<file path="src/rtl/alu_cmd_master_if.sv">
// Command and UART FIFO signal bundle for alu_cmd_master.
// The master modport is the controller view; slave is the environment view.
interface alu_cmd_master_if #(
  parameter int unsigned DBIT = 8
);
  logic            start;
  logic [DBIT-1:0] op_a;
  logic [DBIT-1:0] op_b;
  logic [5:0]      op_code;
  logic            busy;
  logic            done;
  logic [DBIT-1:0] result;
  logic            timeout_err;
  logic            tx_full;
  logic            wr_uart;
  logic [DBIT-1:0] w_data;
  logic            rx_empty;
  logic [DBIT-1:0] r_data;
  logic            rd_uart;

  modport master (
    input  start, op_a, op_b, op_code, tx_full, rx_empty, r_data,
    output busy, done, result, timeout_err, wr_uart, w_data, rd_uart
  );

  modport slave (
    output start, op_a, op_b, op_code, tx_full, rx_empty, r_data,
    input  busy, done, result, timeout_err, wr_uart, w_data, rd_uart
  );
endinterface

</file>
<file path="src/rtl/alu_cmd_master.sv">
// Sends operand A, operand B and opcode over a UART FIFO pair, then waits for one result byte.
// Optional response timeout is built only when ALU_CMD_MASTER_TIMEOUT_EN is defined.
module alu_cmd_master #(
  parameter int unsigned DBIT        = 8,
  parameter int unsigned TIMEOUT_CYC = 100000
) (
  input  logic               clk,
  input  logic               reset,
  alu_cmd_master_if.master   bus
);

  typedef enum logic [2:0] {
    StIdle,
    StFlush,
    StSendA,
    StSendB,
    StSendOp,
    StWaitRx,
    StDone
  } state_e;

  state_e          state_q, state_d;
  logic [DBIT-1:0] a_q, a_d;
  logic [DBIT-1:0] b_q, b_d;
  logic [5:0]      op_q, op_d;
  logic [DBIT-1:0] result_q, result_d;
  logic            wr;
  logic            rd;
  logic [DBIT-1:0] wdata;
  logic            to_hit;

`ifdef ALU_CMD_MASTER_TIMEOUT_EN
  localparam int unsigned CntW = $clog2(TIMEOUT_CYC + 1);
  logic [CntW-1:0] cnt_q, cnt_d;

  assign to_hit = (state_q == StWaitRx) && (cnt_q == CntW'(TIMEOUT_CYC));
`else
  assign to_hit = 1'b0;
`endif

  always_comb begin
    state_d  = state_q;
    a_d      = a_q;
    b_d      = b_q;
    op_d     = op_q;
    result_d = result_q;
    wr       = 1'b0;
    rd       = 1'b0;
    wdata    = '0;
`ifdef ALU_CMD_MASTER_TIMEOUT_EN
    cnt_d    = cnt_q;
`endif
    unique case (state_q)
      StIdle: begin
        if (bus.start) begin
          a_d     = bus.op_a;
          b_d     = bus.op_b;
          op_d    = bus.op_code;
          state_d = bus.rx_empty ? StSendA : StFlush;
        end else begin
          // Discard stale bytes so they cannot be taken as the next response.
          rd = !bus.rx_empty;
        end
      end
      StFlush: begin
        if (bus.rx_empty) state_d = StSendA;
        else              rd      = 1'b1;
      end
      StSendA: begin
        wdata = a_q;
        wr    = !bus.tx_full;
        if (wr) state_d = StSendB;
      end
      StSendB: begin
        wdata = b_q;
        wr    = !bus.tx_full;
        if (wr) state_d = StSendOp;
      end
      StSendOp: begin
        wdata = DBIT'(op_q);
        wr    = !bus.tx_full;
        if (wr) begin
          state_d = StWaitRx;
`ifdef ALU_CMD_MASTER_TIMEOUT_EN
          cnt_d   = '0;
`endif
        end
      end
      StWaitRx: begin
        if (to_hit) begin
          state_d = StIdle;
        end else if (!bus.rx_empty) begin
          rd       = 1'b1;
          result_d = bus.r_data;
          state_d  = StDone;
        end else begin
`ifdef ALU_CMD_MASTER_TIMEOUT_EN
          cnt_d = cnt_q + 1'b1;
`endif
        end
      end
      StDone:  state_d = StIdle;
      default: state_d = StIdle;
    endcase
  end

  always_ff @(posedge clk or negedge reset) begin
    if (!reset) begin
      state_q  <= StIdle;
      a_q      <= '0;
      b_q      <= '0;
      op_q     <= '0;
      result_q <= '0;
    end else begin
      state_q  <= state_d;
      a_q      <= a_d;
      b_q      <= b_d;
      op_q     <= op_d;
      result_q <= result_d;
    end
  end

`ifdef ALU_CMD_MASTER_TIMEOUT_EN
  always_ff @(posedge clk or negedge reset) begin
    if (!reset) cnt_q <= '0;
    else        cnt_q <= cnt_d;
  end
`endif

  assign bus.busy        = (state_q != StIdle);
  assign bus.done        = (state_q == StDone);
  assign bus.result      = result_q;
  assign bus.timeout_err = to_hit;
  assign bus.wr_uart     = wr;
  assign bus.w_data      = wdata;
  // The idle drain is combinational on rx_empty, so mask it while reset is held.
  assign bus.rd_uart     = rd & reset;

endmodule

</file>
<file path="src/flat_wrapper.sv">
// flat-port wrapper written by rule: the top's interface ports become plain ports
module alu_cmd_master_flat 
#(
  parameter int unsigned DBIT        = 8,
  parameter int unsigned TIMEOUT_CYC = 100000
)
  (clk, reset, bus_start, bus_op_a, bus_op_b, bus_op_code, bus_tx_full, bus_rx_empty, bus_r_data, bus_busy, bus_done, bus_result, bus_timeout_err, bus_wr_uart, bus_w_data, bus_rd_uart);
  alu_cmd_master_if #(.DBIT(DBIT)) bus_i ();
  input  logic clk;
  input  logic reset;
  input wire logic [$bits(bus_i.start)-1:0] bus_start;
  input wire logic [$bits(bus_i.op_a)-1:0] bus_op_a;
  input wire logic [$bits(bus_i.op_b)-1:0] bus_op_b;
  input wire logic [$bits(bus_i.op_code)-1:0] bus_op_code;
  input wire logic [$bits(bus_i.tx_full)-1:0] bus_tx_full;
  input wire logic [$bits(bus_i.rx_empty)-1:0] bus_rx_empty;
  input wire logic [$bits(bus_i.r_data)-1:0] bus_r_data;
  output wire logic [$bits(bus_i.busy)-1:0] bus_busy;
  output wire logic [$bits(bus_i.done)-1:0] bus_done;
  output wire logic [$bits(bus_i.result)-1:0] bus_result;
  output wire logic [$bits(bus_i.timeout_err)-1:0] bus_timeout_err;
  output wire logic [$bits(bus_i.wr_uart)-1:0] bus_wr_uart;
  output wire logic [$bits(bus_i.w_data)-1:0] bus_w_data;
  output wire logic [$bits(bus_i.rd_uart)-1:0] bus_rd_uart;
  assign bus_i.start = bus_start;
  assign bus_i.op_a = bus_op_a;
  assign bus_i.op_b = bus_op_b;
  assign bus_i.op_code = bus_op_code;
  assign bus_i.tx_full = bus_tx_full;
  assign bus_i.rx_empty = bus_rx_empty;
  assign bus_i.r_data = bus_r_data;
  assign bus_busy = bus_i.busy;
  assign bus_done = bus_i.done;
  assign bus_result = bus_i.result;
  assign bus_timeout_err = bus_i.timeout_err;
  assign bus_wr_uart = bus_i.wr_uart;
  assign bus_w_data = bus_i.w_data;
  assign bus_rd_uart = bus_i.rd_uart;
  alu_cmd_master #(.DBIT(DBIT), .TIMEOUT_CYC(TIMEOUT_CYC)) u_core (.clk(clk), .reset(reset), .bus(bus_i));
endmodule
</file>
<file path="config.mk">
export PLATFORM = sky130hd
export DESIGN_NAME = alu_cmd_master_flat
export DESIGN_NICKNAME = d
export VERILOG_FILES = /design/src/rtl/alu_cmd_master_if.sv /design/src/rtl/alu_cmd_master.sv /design/src/flat_wrapper.sv
export SDC_FILE = /design/constraint.sdc
export NUM_CORES = 1
export LEC_CHECK = 0
export CAP_MARGIN = 20
export CORE_AREA = 2 2 62 64
export DETAILED_ROUTE_END_ITERATION = 10
export DIE_AREA = 0 0 64 66
export GPL_TIMING_DRIVEN = 0
export PLACE_DENSITY = 0.83
export SLEW_MARGIN = 20
export SYNTH_ARGS = -nofsm -noshare
export SYNTH_HDL_FRONTEND = slang
export SYNTH_SLANG_ARGS = --single-unit
</file>
<file path="constraint.sdc">
create_clock -name clk -period 2.05 [get_ports clk]
set_clock_uncertainty 0.05 [all_clocks]
set_input_delay 0.615 -clock clk [delete_from_list [all_inputs] [get_ports clk]]
set_output_delay 0.615 -clock clk [all_outputs]
set_load 0.02 [all_outputs]
</file>
# [Word-level counts from Yosys, hierarchy flattened]
# Cells that the tools add are included.
[op_classes] bitwise=2 eq_ne=12 muxes=13 n_reduce_logical=9
[ops] operator="8-bit case mux with 3 select lines" n=1
[ops] operator="3-bit 2-to-1 mux" n=6
[ops] operator="3-bit case mux with 6 select lines" n=1
[ops] operator="2-bit inequality test (second input constant)" n=6
[ops] operator="3-bit equality test (second input constant)" n=3
[ops] operator="3-bit by 2-bit equality test with 1-bit output (second input constant)" n=2
[ops] operator="6-bit AND reduction" n=1
[ops] operator="2-bit AND reduction" n=2
[ops] operator="3-bit by 1-bit equality test with 1-bit output (second input constant)" n=1
[ops] operator="3-bit zero test" n=1
[ops] operator="1-bit 2-to-1 mux" n=3
[ops] operator="3-bit nonzero test" n=1
[ops] operator="3-bit OR reduction" n=1
[ops] operator="1-bit zero test" n=2
[ops] operator="2-bit 2-to-1 mux" n=1
[ops] operator="1-bit case mux with 2 select lines" n=1
[ops] operator="2-bit OR reduction" n=1
[ops] operator="1-bit AND" n=1
[ops] operator="1-bit inverter" n=1
[totals] output_inout_bits=21 register_bits=33 input_bits=35

# [Depth between registers and ports, before layout]
# Gate-level depths: netlist of the first run.
[logic_depth] ltp_word=4 depth_mapped=5 depth_no_buf=3

# [Worst setup path after synthesis of the first run]
# Ideal clock, no wire load.
[synth_timing] path_type="reg2out" start="reg u_core.state_q[1]" end="out bus_w_data[0]" setup_slack_ps=-93 path_stages_with_launch=6 arrival_time_ps=1478 n_path_buf=2 required_time_ps=1385 path_cell_list="dfrtp_1 buf_2 nor2b_1 buf_2 a22oi_1 o21ai_0"
[synth_via] elab_chain_len=2
[synth_lines] element="start, declared" line="alu_cmd_master.sv:22" rtl="state_e state_q, state_d;"
[synth_lines] element="start signal, assigned" line="alu_cmd_master.sv:109" rtl="state_q <= StIdle;"
[synth_lines] element="start signal, assigned" line="alu_cmd_master.sv:115" rtl="state_q <= state_d;"
[synth_lines] element="3-bit equality test / 3-bit by 2-bit equality test with 1-bit output (equally long branches)" line="alu_cmd_master.sv:53" rtl="unique case (state_q)"
[synth_lines] element="8-bit case mux with 3 select lines *" line="alu_cmd_master.sv:53"
[synth_lines] element="end, declared" line="flat_wrapper.sv:23" rtl="output wire logic [$bits(bus_i.w_data)-1:0] bus_w_data;"
# Every way passes the cells marked *; elsewhere a longest branch is shown, timed or not.

# [Final worst setup path of the first run]
[layout_timing] start="reg u_core.state_q[1]" end="out bus_w_data[5]"
# Same word-level chain as after synthesis.

==> results of run 1 <==
final timing paths:
check                                        to  slack (ns)
max                               bus_w_data[5]       -0.18
max reg2reg                u_core.bus.result[3]        0.15
min in group clk                  u_core.b_q[6]        0.47
min reg2reg                       u_core.b_q[6]        0.47
max in group asynchronous  u_core.bus.result[3]        1.48
min                               u_core.a_q[0]        0.14
sequential cells by signal (all words and copies together), names as in the netlist:
register           count
u_core.op_q            6
u_core.a_q             8
u_core.bus.result      8
u_core.state_q         3
u_core.b_q             8
power by group:
group	leakage [nW]	internal, mW	switching [mW]
clock network	0.0445	0.290	0.222
registers	0.402	0.974	0.199
logic	0.654	1.29	1.06
total	1.10	2.56	1.48
through the flow:
step / total power, mW / cell area, µm² / util / TNS, ns / instances
after floorplan: 2.25 / 1530 / - / 0 / 122
after global placement: 2.89 / 2130 / 0.600 / -22.34 / 224
after detailed placement: 2.96 / 2120 / 0.598 / -12.54 / 224
after CTS: 3.75 / 2350 / 0.663 / -1.05 / 242
after global routing: 4.26 / 2470 / 0.696 / -2.03 / 249
final: 4.04 / 2470 / 0.696 / -1.26 / 249
placed cells by master, fill, tap and decap left out, drive strengths merged, types with 5 or more instances in the layout:
cell	instances
nand2	7
clkdlybuf4s50	38
a22oi	6
nor2	5
dfrtp	33
o21ai	7
mux2	30
buf	36
clkbuf	10
metal layers:
metal / global-route usage / wire length (µm) / vias up
met1: 0.230 / 1650 / 629
li1: - / - / 582
met3: 0.0494 / 204 / 11
met2: 0.365 / 2200 / 47
met5: 0 / 0 / -
met4: 0.109 / 99 / 0
layout make-up:
cell class                 instances  area, µm²  area share
buffer                             9        101      0.0410
clock buffer                       6       51.3      0.0207
clock inverter                     2       37.5      0.0152
inverter                           2       12.5     0.00506
multi-input combinational         77        707       0.286
sequential                        33        826       0.334
tap                               48       60.1      0.0243
timing repair buffer              72        677       0.274
kinds of logic (layout without fill, tap and decap cells):
| kind of cell | count (synthesis) | after routing |
|---|---|---|
| xor+xnor | 1 | 1 |
| mux | 32 | 32 |
| simple gates | 22 | 22 |
| flops | 33 | 33 |
| buf+inv | 12 | 91 |
| other cells | 1 | 1 |
| compound gates | 21 | 21 |
worst max-delay path, stage by stage, from the launching register on:
cell,delay [ns]
dfrtp_1,0.42
buf_6,0.14
nor2b_4,0.12
buf_6,0.13
a22oi_1,0.18
o21ai_1,0.08
buf_4,0.16
cells in the mapped netlist, drive strengths merged, types with 2 or more instances:
cell type | number | area [µm²]
dfrtp | 33 | 826
mux2 | 30 | 338
buf | 7 | 40.0
nand2 | 7 | 26.3
o21ai | 7 | 35.0
a22oi | 6 | 45.0
nor2 | 5 | 18.8
clkbuf | 3 | 11.3
a21oi | 2 | 10.0
inv | 2 | 7.50
mux2i | 2 | 20.0
nand2b | 2 | 12.5
nor2b | 2 | 12.5
o211ai | 2 | 15.0
what timing repair did:
item                       4_1_cts  5_1_grt
cloned                           3        0
setup endpoints to repair       12       13
resized for setup               86       19
setup buffers                    8        7
pin swaps                       11        8
==> metrics.txt, run 1 <==
outcome complete, but fails checks; failing checks negative setup slack; area share of and/or/nand/nor cells after synthesis 0.0867; worst rel slew slack 0.627; final hold vios 0; Fill cells 257; mux contribution to synthesized area 0.234; WL final 4.16 mm; number of flops mapped to enable cells by yosys 0; Hold WS 0.141 ns; Async SR Flop Fraction 1.00; Max Freq 0.449 GHz; Post-Syn Instances 122; gr usage total 0.206; worst r2r src u_core.state_q[0]; # hold bufs at CTS 0; PnR worst setup slack -0.177 ns; Syn Nets 157; Worst Path Arrival 1.56 ns; vias in the first global route 1325; Synth Area per Inst 12.5 µm²; area growth from synthesis to layout 61.7%; Routed Antenna Nets 0; largest net degree at the start of global routing 35; Clk pin slew, worst setup/hold paths 0.11 ns; max-slew violations 0; Row Count 22; MaxCap Viol Count 0; Setup Crit Path Kind reg2out; Least-Margin Pin Slew 0.556 ns; Inserted Diodes 0; Starting Density 0.431; CTS Buffer Depth 2; root buf cell clkbuf_4; GR Overflow Total 0; RSZ-0062 raised after global routing true; xor and xnor area share after synthesis 0.00573; Final GP Congestion 0.916; prevailing post-synth register cell dfrtp_1; IO Pins 56; H-tree depth 2; Syn Std Cell Area 1530 µm²; crit share post-route 1.09; Pleak 1.10 nW; post-layout net count 235; Crit. End Element primary output; CP startpoint u_core.state_q[1]; fin crit period 2.23 ns; Place WS -0.701 ns; Die H 66 µm; input/output buffers 54; Power Dens Cells 1640 nW/µm²; Vias/cell 5.10; post-synthesis cell type count 29; Setup violations, final 11; CTS Buf Count 5; share of cells above drive strength 1 0.473; Setup crit start kind flip-flop; DRT Pass-1 Iters 4; core region area 3550 µm²; Peak VDD IR 709 µV; wire length per cell 16.7 µm; vias 1269; largest family of logic cells by synthesized area multiplexers; first-pass GRT wire length 6.42 mm; HPWL after detailed placement 2.51 mm; post-synthesis compound-gate area fraction 0.0925; Die W 64 µm; die area 4220 µm²; DRC viols 0; adder-cell share of the synthesized area 0; Yosys warnings 0; #FFs+latches synth 33; drt first-iter violations 66; clk sinks 33; Seq/Total Area, Yosys 0.540; CTS tree yes; initial antenna violation count 0; r2r worst-path depth 6; worst-path maximum fanout 5; hold crit path type in2async; Worst-Skew Late Latency 0.34 ns; Critical Path RT 1.38 ns
Note: power is estimated with default switching activity, not from simulation.
==> run 2, diff against run 1 <==
--- a/config.mk
+++ b/config.mk
@@ -10,6 +10,7 @@
 export DETAILED_ROUTE_END_ITERATION = 10
 export DIE_AREA = 0 0 64 66
 export GPL_TIMING_DRIVEN = 0
+export HOLD_SLACK_MARGIN = 0.08
 export PLACE_DENSITY = 0.83
 export SLEW_MARGIN = 20
 export SYNTH_ARGS = -nofsm -noshare
==> results of run 2 <==
The final DEF is identical to that of run 1; final timing and power are the same.
==> run 3, diff against run 2 <==
==> constraint.sdc (replaced) <==
create_clock -name clk -period 2.05 [get_ports clk]
set_clock_uncertainty 0.05 [all_clocks]
set_input_delay 0.615 -clock clk [delete_from_list [all_inputs] [get_ports clk]]
set_output_delay 0.615 -clock clk [all_outputs]
set_load 0.1 [all_outputs]
==> metrics.txt, run 3 (synthesis gave the netlist of run 1 again) <==
WL final 4.42 mm; slowest cell on the critical path dfrtp_2; r2r worst-path depth 5; initial antenna violation count 0; Inserted Diodes 0; MaxCap Viol Count 0; worst rel slew slack 0.619; clk sinks 33; leading cell type in the layout, fill and taps excluded dfrtp_1; Routed Antenna Nets 0; Worst path max stage delay 0.45 ns; Die W 64 µm; final hold vios 0; die area 4220 µm²; fin util 0.763; CTS tree yes; outcome complete, but fails checks; hold crit path type in2async; WP buf/inv 3; Setup violations, final 12; Starting Density 0.431; DRC viols 0; post-layout net count 234; worst r2r src u_core.state_q[1]; wire length per cell 17.8 µm; Final GP Congestion 0.909; crit-path cells buf_6 -> nor2b_4 -> buf_12 -> a22oi_2 -> o21ai_4 -> buf_12; Fill cells 221; IO Pins 56; Least-Margin Pin Slew 0.568 ns; worst-path maximum fanout 5; vias 1279; Crit. End Element primary output; gr usage total 0.230; Clk pin slew, worst setup/hold paths 0.10 ns; CTS Buf Count 5; GR Overflow Total 0; Critical Path RT 1.38 ns; Worst-Skew Late Latency 0.34 ns; Die H 66 µm; Setup Crit Path Kind reg2out; RSZ-0062 raised after global routing true; vias in the first global route 1427; Crit. path cell count 6; input/output buffers 54; fin crit period 2.36 ns; HPWL after detailed placement 2.72 mm; root buf cell clkbuf_4; failing checks negative setup slack; DRT Pass-1 Iters 5; drt first-iter violations 48; first-pass GRT wire length 7.14 mm; crit share post-route 1.15; largest net degree at the start of global routing 35; flop2flop setup slack 0.19 ns; area growth from synthesis to layout 77.2%; Row Count 22; share of cells above drive strength 1 0.580; Worst Path Arrival 1.70 ns; PnR worst setup slack -0.311 ns; cell family with the largest share of critical-path delay flip-flops; Max Freq 0.423 GHz; Vias/cell 5.16; most frequent cells in the layout dfrtp_1 (32), clkdlybuf4s50_1 (31), mux2_2 (29); Reg-to-Reg End u_core.a_q[1]; # hold bufs at CTS 0; most used cell, CP buf_12; Setup crit start kind flip-flop; core region area 3550 µm²; H-tree depth 2; max-slew violations 0; CTS Buffer Depth 2; Place WS -1.32 ns
==> run 3: changes by cell type in the layout (fill, tap and decap cells not counted), sizes merged <==
cell	change
buf	+1
bufinv	-1
clkdlybuf4s15	+8
clkdlybuf4s50	-7
clkinvlp	-1
dlymetal6s2s	-1
==> run 3: final cells by class <==
class	instances	area, µm²	area share
plain buffers	8	91.3	0.0337
clock buffers	8	48.8	0.0180
inverters	2	7.51	0.00277
multi-input cells	77	843	0.311
flip-flops and latches	33	827	0.305
well taps	48	60.1	0.0222
repair buffers	72	831	0.307
==> run 3: worst max-delay path by stage <==
| stage | to | start |
|---|---|---|
| floorplan | bus_w_data[1] | u_core.state_q[1] |
| global placement | bus_rd_uart | reset |
| detailed placement | bus_rd_uart | reset |
| CTS | bus_w_data[3] | u_core.state_q[1] |
| global route | bus_w_data[3] | u_core.state_q[2] |
| finish | bus_w_data[3] | u_core.state_q[1] |
==> run 3: metrics by stage <==
stage,TNS (ns),std cells,instance area (µm²),hold WS [ns]
after detailed placement,-19.48,224,2240,0.429
final,-2.52,248,2710,0.155
after CTS,-2.26,243,2610,0.162
after global placement,-28.72,224,2240,0.425
after global routing,-3.24,248,2710,0.171
after floorplan,-0.744,122,1640,0.269
==> run 3: what timing repair did <==
action                     CTS  global route
gates resized for setup    155            14
cloned                       1             0
setup endpoints to repair   20            12
pin swaps                   11             5
setup buffers               11             7
==> run 3: per-layer routing <==
metal | global-route usage | up-vias | share of wire
met4 | 0.0679 | 0 | 0.0036
met5 | 0 | - | 0
met3 | 0.0630 | 3 | 0.059
met2 | 0.414 | 44 | 0.55
met1 | 0.266 | 643 | 0.39
li1 | - | 589 | -
Power of run 3 is not shown: default switching activity piles up to over one toggle a cycle in this logic, so the estimate is an artifact.
